===== src/rtl/bus_arb_pkg.sv =====
// Shared bus arbitration types and default sizing used by the scheduler and master models.
package bus_arb_pkg;

  localparam int unsigned DEF_N_REQ    = 8;
  localparam int unsigned DEF_MAX_HOLD = 16;
  localparam int unsigned DEF_CNT_W    = 32;

  // Scheduler state: IDLE has no grant, GRANT has exactly one grant bit set
  typedef enum logic {
    ST_IDLE  = 1'b0,
    ST_GRANT = 1'b1
  } state_e;

endpackage


===== src/rtl/rr_pick.sv =====
// Round-robin picker: first set bit of vec searching upward from last_ptr+1 with wrap.
module rr_pick
  import bus_arb_pkg::*;
#(
  parameter int unsigned N_REQ = DEF_N_REQ
) (
  input  logic [N_REQ-1:0]         vec,
  input  logic [$clog2(N_REQ)-1:0] last_ptr,
  output logic                     found,
  output logic [$clog2(N_REQ)-1:0] idx
);

  localparam int unsigned ID_W = $clog2(N_REQ);

  logic [ID_W-1:0] cand;

  // Walk the rotated order; the previous winner is examined last
  always_comb begin
    found = 1'b0;
    idx   = '0;
    cand  = '0;
    for (int unsigned k = 1; k <= N_REQ; k++) begin
      cand = ID_W'((32'(last_ptr) + k) % N_REQ);
      if (!found && vec[cand]) begin
        found = 1'b1;
        idx   = cand;
      end
    end
  end

endmodule


===== src/rtl/rr_bus_scheduler.sv =====
// Round-robin bus scheduler: one registered one-hot grant, revoked on release,
// mask or hold-time limit, always followed by at least one idle cycle.
module rr_bus_scheduler
  import bus_arb_pkg::*;
#(
  parameter int unsigned N_REQ    = DEF_N_REQ,
  parameter int unsigned MAX_HOLD = DEF_MAX_HOLD,
  parameter int unsigned CNT_W    = DEF_CNT_W
) (
  input  logic                     clk,
  input  logic                     rst,
  input  logic [N_REQ-1:0]         req,
  input  logic [N_REQ-1:0]         cfg_mask,
  output logic [N_REQ-1:0]         grant,
  output logic                     grant_valid,
  output logic [$clog2(N_REQ)-1:0] owner_id,
  output logic                     timeout_pulse,
  output logic [CNT_W-1:0]         grant_count
);

  localparam int unsigned ID_W   = $clog2(N_REQ);
  localparam int unsigned HOLD_W = $clog2(MAX_HOLD + 1);

  state_e            state;
  logic [ID_W-1:0]   last_ptr;
  logic [HOLD_W-1:0] hold_cnt;
  logic [N_REQ-1:0]  eff_req;
  logic              pick_found;
  logic [ID_W-1:0]   pick_idx;

  // Only enabled requesters take part in arbitration and ownership
  assign eff_req = req & cfg_mask;

  rr_pick #(
    .N_REQ (N_REQ)
  ) u_pick (
    .vec      (eff_req),
    .last_ptr (last_ptr),
    .found    (pick_found),
    .idx      (pick_idx)
  );

  // Scheduler FSM with hold counter, fairness pointer, grant counter and timeout pulse
  always_ff @(posedge clk) begin
    if (rst) begin
      state         <= ST_IDLE;
      grant         <= '0;
      grant_valid   <= 1'b0;
      owner_id      <= '0;
      timeout_pulse <= 1'b0;
      grant_count   <= '0;
      hold_cnt      <= '0;
      last_ptr      <= ID_W'(N_REQ - 1);
    end else begin
      timeout_pulse <= 1'b0;
      case (state)
        ST_IDLE: begin
          if (pick_found) begin
            grant       <= N_REQ'(1) << pick_idx;
            grant_valid <= 1'b1;
            owner_id    <= pick_idx;
            last_ptr    <= pick_idx;
            hold_cnt    <= '0;
            grant_count <= grant_count + CNT_W'(1);
            state       <= ST_GRANT;
          end
        end
        ST_GRANT: begin
          if (!eff_req[owner_id]) begin
            // Release or mask wins over the hold limit, no pulse
            grant       <= '0;
            grant_valid <= 1'b0;
            owner_id    <= '0;
            state       <= ST_IDLE;
          end else if (hold_cnt == HOLD_W'(MAX_HOLD - 1)) begin
            grant         <= '0;
            grant_valid   <= 1'b0;
            owner_id      <= '0;
            timeout_pulse <= 1'b1;
            state         <= ST_IDLE;
          end else begin
            hold_cnt <= hold_cnt + HOLD_W'(1);
          end
        end
        default: begin
          grant       <= '0;
          grant_valid <= 1'b0;
          owner_id    <= '0;
          state       <= ST_IDLE;
        end
      endcase
    end
  end

endmodule


===== config.mk =====
export PLATFORM = sky130hd
export DESIGN_NAME = rr_bus_scheduler
export DESIGN_NICKNAME = d
export VERILOG_FILES = /design/src/rtl/bus_arb_pkg.sv /design/src/rtl/rr_pick.sv /design/src/rtl/rr_bus_scheduler.sv
export SDC_FILE = /design/constraint.sdc
export NUM_CORES = 1
export LEC_CHECK = 0
export CAP_MARGIN = 20
export CORE_MARGIN = 2
export CORE_UTILIZATION = 48
export DETAILED_ROUTE_END_ITERATION = 7
export GPL_ROUTABILITY_DRIVEN = 0
export PLACE_DENSITY_LB_ADDON = 0.15
export SYNTH_ARGS = -nofsm -noshare
export SYNTH_HDL_FRONTEND = slang
export SYNTH_HIERARCHICAL = 1
export SYNTH_SLANG_ARGS = --single-unit

===== constraint.sdc =====
create_clock -name clk -period 3.99 [get_ports clk]
set_input_delay 0.399 -clock clk [delete_from_list [all_inputs] [get_ports clk]]
set_output_delay 0.399 -clock clk [all_outputs]
set_load 0.05 [all_outputs]

Word level (Yosys, flattened, before mapping)
Cells that the tools add are included.
W data, S select, Z words.
{"block": "totals", "reg_bits": 54, "in_bits": 18, "output_inout_bits": 45, "word_cells": 109}
{"block": "classes", "add_sub_neg": 10, "magnitude_cmp": 9, "n_eq_ne": 5, "n_shift": 1, "muxes": 55, "n_bitwise": 3, "n_reduce_logical": 18}
{"op": "$lt A3 B4 Y1 const B", "count": 9}
{"op": "$mux W3", "count": 11}
{"op": "$add A32 B1 Y32 const B", "count": 1}
{"op": "$bmux W1 S3", "count": 9}
{"op": "$mux W1", "count": 24}
{"op": "$mux W8", "count": 3}
{"op": "$pmux W8 S2", "count": 1}
{"op": "$mux W5", "count": 3}
{"op": "$add A3 B3 Y3 const B", "count": 4}
{"op": "$pmux W5 S2", "count": 1}
{"op": "$and A8 B8 Y8", "count": 1}
{"op": "$shl A1 B3 Y8 const A", "count": 1}
{"op": "$logic_and A1 B1 Y1", "count": 7}
{"op": "$logic_not A1 Y1", "count": 7}
{"op": "$add A3 B1 Y3 const B", "count": 2}
{"op": "$add A3 B2 Y3 const B", "count": 2}
{"op": "$pmux W3 S2", "count": 1}
{"op": "$add A5 B1 Y5 const B", "count": 1}
{"op": "$eq A5 B4 Y1 const B", "count": 1}
{"op": "$ne A2 B2 Y1 const B", "count": 2}
{"op": "$pmux W1 S2", "count": 2}
{"op": "$reduce_and A2 Y1", "count": 2}
{"op": "$ne A3 B2 Y1 const B", "count": 1}
{"op": "$reduce_and A3 Y1", "count": 1}
{"op": "3 further kinds", "count": 4}

Longest topological paths before layout
{"block": "depth", "ltp_word": 28, "ltp_mapped": 18, "depth_no_buf": 12}

Cells and area by module
The synthesis kept the hierarchy.
{"module": "rr_bus_scheduler", "n_inst": 1, "cells_each": 297, "area_each_um2": 2583.7, "seq_area_each_um2": 1081.0}
{"module": "rr_pick", "n_inst": 1, "cells_each": 93, "area_each_um2": 785.8, "seq_area_each_um2": 0.0}

Least setup slack after synthesis
OpenSTA, ideal clock, no wires.
{"block": "synth_path", "path_kind": "reg2reg", "start": "reg last_ptr[1]", "end": "reg grant_count[18]", "setup_ns": 0.128, "arrival_time_ns": 4.056, "t_required_ns": 3.862, "path_slack_ns": -0.194, "path_stages_with_launch": 19, "n_path_buf": 6, "synth_period_minus_slack_ns": 4.184, "path_cell_list": "dfxtp_1 clkbuf_1 clkbuf_1 inv_1 ha_1 clkbuf_1 mux4_1 mux2_4 or4_1 buf_2 nor3_2 nand2_1 nor2b_1 buf_4 nand4_2 buf_2 nor4_1 xnor2_1 nor2_1"}
{"block": "synth_via", "elab_chain_len": 26, "elab_cells_between_ends": 47, "classes_between": "add/sub (8); mux (24); reduce/logical (15)"}
{"element": "start, declared", "line_no": "rr_bus_scheduler.sv:25", "source": "logic [ID_W-1:0] last_ptr;"}
{"element": "start signal, assigned", "line_no": "rr_bus_scheduler.sv:53", "source": "last_ptr <= ID_W'(N_REQ - 1);"}
{"element": "start signal, assigned", "line_no": "rr_bus_scheduler.sv:62", "source": "last_ptr <= pick_idx;"}
{"element": "$add A3 B1 Y3", "line_no": "rr_pick.sv:23", "source": "cand = ID_W'((32'(last_ptr) + k) % N_REQ);"}
{"element": "$bmux W1 S3", "line_no": "rr_pick.sv:24", "source": "if (!found && vec[cand]) begin"}
{"element": "$mux W1 (implied by the code)", "line_no": "rr_pick.sv:24"}
{"element": "$mux W1", "line_no": "rr_pick.sv:24"}
{"element": "$logic_not A1 Y1", "line_no": "rr_pick.sv:24"}
{"element": "$logic_and A1 B1 Y1", "line_no": "rr_pick.sv:24"}
{"element": "$mux W1", "line_no": "rr_pick.sv:24"}
{"element": "$logic_not A1 Y1", "line_no": "rr_pick.sv:24"}
{"element": "(+11 left out)"}
{"element": "$logic_not A1 Y1", "line_no": "rr_pick.sv:24"}
{"element": "$logic_and A1 B1 Y1", "line_no": "rr_pick.sv:24"}
{"element": "$mux W1", "line_no": "rr_pick.sv:24"}
{"element": "$logic_not A1 Y1", "line_no": "rr_pick.sv:24"}
{"element": "$logic_and A1 B1 Y1", "line_no": "rr_pick.sv:24"}
{"element": "$mux W1 *", "line_no": "rr_pick.sv:24"}
{"element": "net pick_found", "line_no": "rr_bus_scheduler.sv:28", "source": "logic pick_found;"}
{"element": "$reduce_and A2 Y1 (no source line) *"}
{"element": "end signal, assigned", "line_no": "rr_bus_scheduler.sv:64", "source": "grant_count <= grant_count + CNT_W'(1);"}
{"element": "end, declared", "line_no": "rr_bus_scheduler.sv:18", "source": "output logic [CNT_W-1:0] grant_count"}
The timed path passes the listed nets; every way through them passes the cells marked *. The select of a mux whose other input is x is not followed.
A chain may end at the register's enable or synchronous reset.

Final worst setup path
{"block": "layout_path", "start": "reg last_ptr[1]", "end": "reg grant_count[6]"}
The elaborated chain is that of the path after synthesis.

==> metrics.yaml <==
dp_hpwl_um: 5760
post_cts_resized: 0
dr.pass1.iters: 4
p_comb_frac: 0.633
post_cts_buffers: 0
synth_ff_type: "dfxtp_1"
vias: 3048
viasPerCell: 5.57
hold_violations: 0
antenna-diode-count: 0
clk_latency_ps: 310
reg2reg_depth: 13
ios: 63
p_clk_frac: 0.112
min_period_ps: 3590
root_buffer: "clkbuf_8"
ys_types: 60
post_drt_wl_per_cell_um: 14.1
grt.total_usage: 0.209
synth.area.mux_share: 0.109
clk_pin_slew_ps: 100
synth_xor_area_frac: 0.0754
clock_skew_ps: 10.5
dieArea_um2: 7710
r2r_setup_slack_ps: 400
design.core.area_um2: 6790
required_ps: 4150
ys_ff_latch: 54
powerDensity_nw_per_um2: 646
crit_type: "reg2reg"
yosysWarnings: 6
antenna_found_initial: 0
total_power_mw: 2.69
synth_compound_area_frac: 0.131
fin_crit_sh: 0.899
synth-seq-area-share: 0.321
drv_slew: 0
leakagePower_nw: 1.49
finalSetupTns_ps: 0
grt_pass1_wl_um: 13000
drc: 0
rows: 30
synth_fa_ha_area_frac: 0.0186
seqPwrFrac: 0.256
synth_top_family_by_area: "simple AND/OR/NAND/NOR gates"
rsz0062_at_grt: "false"
worst_pin_slew_ps: 938
peakVddDrop_mv: 0.487
maxSlewHeadroom: 0.375
clock_tree.htree_level_count: 2
hold_depth: 2
p_sw_frac: 0.463
crit_path_max_fanout: 10
die_h_um: 87.8
area_growth_pct: 23.7
drv_cap: 0
r2r-end: "grant_count[6]"
setup_violations: 0
fp.dieW_um: 87.8
synth_edf_count: 0
timing.rr.start: "last_ptr[1]"
cell_internal_pwr_mw: 1.45
fmax_ghz: 0.279
syn-instance-count: 390
drt-initial-drc-count: 151
clkSinkCount: 54
layout-drive-gt1-share: 0.0953
cts-buffers-inserted: 5
cts_tree: "done"
grt_overflow: 0
start_util: 0.496
cts_hold_buf: 0
drt-total-wl_um: 7720
synth-simple-area-share: 0.289
grt_max_degree: 56
worstHoldStart: "grant[7]"
synth_area_um2: 3370
port_buffers: 62
ant_nets: 0
syn_avg_cell_area_um2: 8.64
cts_buffer_depth: 2
nets: 474
start_kind: "flip-flop"
arrival_ps: 3750
grt_pass1_vias: 2900
cp-end-kind: "flip-flop"
async_flop_share: 0
hold_path.class: "reg2reg"
whs_endpoint: "grant[7]"
synth_nets: 413
status: "completed"
p_switching_mw: 1.25
[sequential cells by signal (all words and copies together), names as in the netlist]
name and cells:
hold_cnt 5, grant_count 32, grant_valid 1, grant 8, timeout_pulse 1, owner_id 3, state 1, last_ptr 3
[cells by family after synthesis]
| logic type | count (synthesis) |
|---|---|
| compound gates | 74 |
| xor+xnor | 29 |
| fa+ha+maj | 5 |
| buf+inv | 34 |
| flops | 54 |
| mux | 24 |
| simple gates | 170 |
[cell type report]
cell class / count / area (um^2)
Multi-Input combinational cell: 302 / 2100
Fill cell: 590 / 2630
Tap cell: 96 / 120
Inverter: 11 / 41.3
Clock inverter: 2 / 13.8
Clock buffer: 5 / 68.8
Sequential cell: 54 / 1080
Timing Repair Buffer: 77 / 741
[Yosys cell counts, types with 5 or more instances]
library cell,count,area [um^2]
dfxtp_1,54,1080
nor2_1,43,161
a21oi_1,29,145
nand2_1,29,109
xnor2_1,21,184
nand3_1,15,75.1
o21ai_0,13,65.1
inv_1,11,41.3
clkbuf_1,10,37.5
and2_1,9,56.3
nand4_1,9,56.3
nor3_1,9,45.0
xor2_1,8,70.1
mux2i_1,7,70.1
nand3b_1,7,52.6
nor4_1,7,43.8
a31oi_1,6,37.5
nand4b_1,6,52.6
buf_2,5,25.0
ha_1,5,62.6
mux2_1,5,56.3
mux4_1,5,131
nand2b_1,5,31.3
o21ai_1,5,25.0
[metrics by stage]
| stage | util | instances | setup slack [ps] | hold slack, ps | instance area, um^2 |
|---|---|---|---|---|---|
| global placement | 0.601 | 540 | 196 | 467 | 4080 |
| CTS | 0.613 | 547 | 391 | 486 | 4170 |
| detailed placement | 0.601 | 540 | 130 | 471 | 4080 |
| global route | 0.613 | 547 | 75.0 | 511 | 4170 |
| floorplan | - | 390 | 50.1 | 462 | 3370 |
| finish | 0.613 | 547 | 403 | 484 | 4170 |
[layer usage]
layer	vias to the layer above	part of all wire	track usage
met2	54	0.47	0.344
li1	1539	-	-
met3	15	0.030	0.0358
met1	1440	0.48	0.278
met4	0	0.020	0.0685
met5	-	0	0
[power groups by stage]
stage,sequential [mW],clock (mW),combinational [mW]
finish,0.688,0.301,1.70
global route,0.703,0.330,1.86
CTS,0.688,0.307,1.69
detailed placement,0.701,0,1.69
global placement,0.699,0,1.67
floorplan,0.826,0,1.13
[worst max-delay path: stages, from the launching register on]
cell     delay [ps]
dfxtp_1         340
inv_1           110
ha_1            500
mux4_2          410
mux2_2          330
or4_1           530
nor3_2          220
nand2_1         120
nor2b_1         200
buf_4           200
and3_1          180
nand2_1          80
xor2_1          160
nor2_1           60
[layout by cell type (no fill, tap or decap), drive strengths merged, types with 3 or more instances in the layout]
cell type,count
mux4,7
nand3b,7
nor4,12
o21a,3
mux2i,7
o211ai,3
clkdlybuf4s50,61
nor2,43
a31oi,6
buf,16
and3,3
nand3,16
nand2b,5
inv,12
mux2,10
or3,5
nand4,11
o21ai,18
nor2b,4
and2,9
nand2,29
clkbuf,5
nand4b,6
ha,5
nor3,10
a21oi,29
xor2,8
xnor2,21
dfxtp,54
and4,4
[how the worst max path moves through the flow]
stage           startpoint  cells after the start         endpoint  slack, ps
6_report       last_ptr[1]                     13   grant_count[6]        400
5_1_grt        last_ptr[1]                     12  grant_count[20]         80
4_1_cts        last_ptr[1]                     12  grant_count[24]        390
3_5_place_dp        req[6]                     12  grant_count[24]        130
3_3_place_gp        req[6]                     13   grant_count[8]        200
2_1_floorplan  last_ptr[1]                     18  grant_count[18]         50
No activity file was read; power rests on OpenSTA's default activity.
==> RTL change: new RTL, config.mk and constraints unchanged <==
Change the package constant `DEF_CNT_W` from 32 to 64.
--- a/src/rtl/bus_arb_pkg.sv
+++ b/src/rtl/bus_arb_pkg.sv
@@ -4,5 +4,5 @@
   localparam int unsigned DEF_N_REQ    = 8;
   localparam int unsigned DEF_MAX_HOLD = 16;
-  localparam int unsigned DEF_CNT_W    = 32;
+  localparam int unsigned DEF_CNT_W    = 64;
 
   // Scheduler state: IDLE has no grant, GRANT has exactly one grant bit set
Interface: changed (resized grant_count); port bits go from 63 to 95. No check against the original RTL was run, so the function may have changed too.
==> RTL change against the original RTL <==
Via count grew 60%; routed wire length grew 66%; power grew 25%; design area grew 51%; synthesized cell count grew 55%; area after synthesis grew 50%; sequential cell count grew 32; sequential power grew 47%; setup slack lost 0.12 ns.
==> RTL change: results <==
set metrics [dict create \
    status "complete, no violations" \
    use_met1_pct 29.7 \
    pre_cts_slack_ns 0.0920 \
    finClkSkew_ns 0.0139 \
    r2r_end "grant_count[41]$_SDFFE_PP0P_" \
    synth.net_count 629 \
    syn_area_per_cell_um2 8.35 \
    critPathMaxFanout 34 \
    grt.met2_usage_pct 38.3 \
    synth_top_area_share_pct 34.0 \
    sw_frac_of_total_pct 42.8 \
    r2r_slack_ns 0.28 \
    routed_wl_um 12800 \
    grt_pass1_wl_um 21700 \
    route.met3.wl_um 721 \
    p_leak_nw 2.12 \
    fin_cells 831 \
    netlist_top_cells_area "dfxtp_1, a21oi_1, nand2_1" \
    wl_met1_um 5900 \
    holdWs_ns 0.487 \
    tightest_slew_ns 0.820 \
    largestRegisters "grant_count (64), grant (8), hold_cnt (5)" \
    wl_met2_um 6060 \
    cts.htree.levels 3 \
    cts_resized 0 \
    path_clk_slew_ns 0.09 \
    cp.arrival_ns 3.91 \
    portBuffers 94 \
    cts_made_buffers 9 \
    ff2ff_path_depth 12 \
    fillCellCount 939 \
    detailed_place_hpwl_um 9160 \
    vias 4885 \
    grt_pass1_vias 4604 \
    dr.pass1.iters 5 \
    grt_max_degree 45 \
    clk_latency_ns 0.35 \
    hold-path-endpoint "grant_count[63]$_SDFFE_PP0P_" \
    first_iter_violations 242 \
    fin_nets 715 \
    placed_cells 817 \
    use_met3_pct 5.11 \
    drive_above_1_share_pct 8.63 \
    grt_usage_pct 22.9 \
    placed_area_um2 6100 \
    fin_crit_ns 3.71 \
    synth_common_cells "dfxtp_1, a21oi_1, nand2_1" \
    ys_seq_area_share_pct 34.0 \
    peakVddDrop_uv 339 \
    synthArstFlopShare_pct 0 \
]
RTL change: changes by cell type in the layout (fill, tap and decap cells not counted), sizes merged, moves of 7 or more:
cell           delta
inv              +16
a21oi            +39
nand3            +10
dfxtp            +32
o31ai            +26
clkdlybuf4s50    +32
nand4            +11
nand2            +32
nor2             +13
or4              +22
xnor2             -7
RTL change: worst max-delay path, cell delays in order, from the launching register on:
cell and delay (ns):
dfxtp_1 0.33, inv_1 0.11, ha_1 0.53, mux4_1 0.43, mux2_4 0.32, or4_1 0.58
nor3_2 0.24, nand2_1 0.15, nand4b_1 0.21, nor2_2 0.10, nand3_4 0.31, or4_1 0.19
a21oi_1 0.06
RTL change: area by class of cell:
cell class / instances / area (µm²) / share of cell area (%)
Clock buffer: 10 / 128 / 2.03
Clock inverter: 4 / 50.0 / 0.797
Inverter: 29 / 109 / 1.73
Multi-Input combinational cell: 459 / 3060 / 48.7
Sequential cell: 86 / 1720 / 27.4
Tap cell: 136 / 170 / 2.71
Timing Repair Buffer: 107 / 1050 / 16.7
RTL change: kinds of logic (layout without fill, tap and decap cells):
group,count (synthesis),after routing,synth area share (%)
AO/OA/AOI/OAI,144,144,17.6
buffers and inverters,61,150,5.69
XOR/XNOR,23,23,3.98
multiplexers,27,27,8.36
adder cells (fa/ha/maj),5,5,1.24
AND/OR/NAND/NOR,260,260,29.2
flip-flops,86,86,34.0
RTL change: power by group through the flow:
stage | Combinational [W] | Sequential [W] | Clock, W
after detailed placement | 0.00173 | 0.00103 | 0
after floorplan | 0.00117 | 0.00116 | 0
after global placement | 0.00170 | 0.00103 | 0
after global routing | 0.00194 | 0.00102 | 0.000636
after CTS | 0.00174 | 0.00101 | 0.000596
final | 0.00177 | 0.00101 | 0.000584
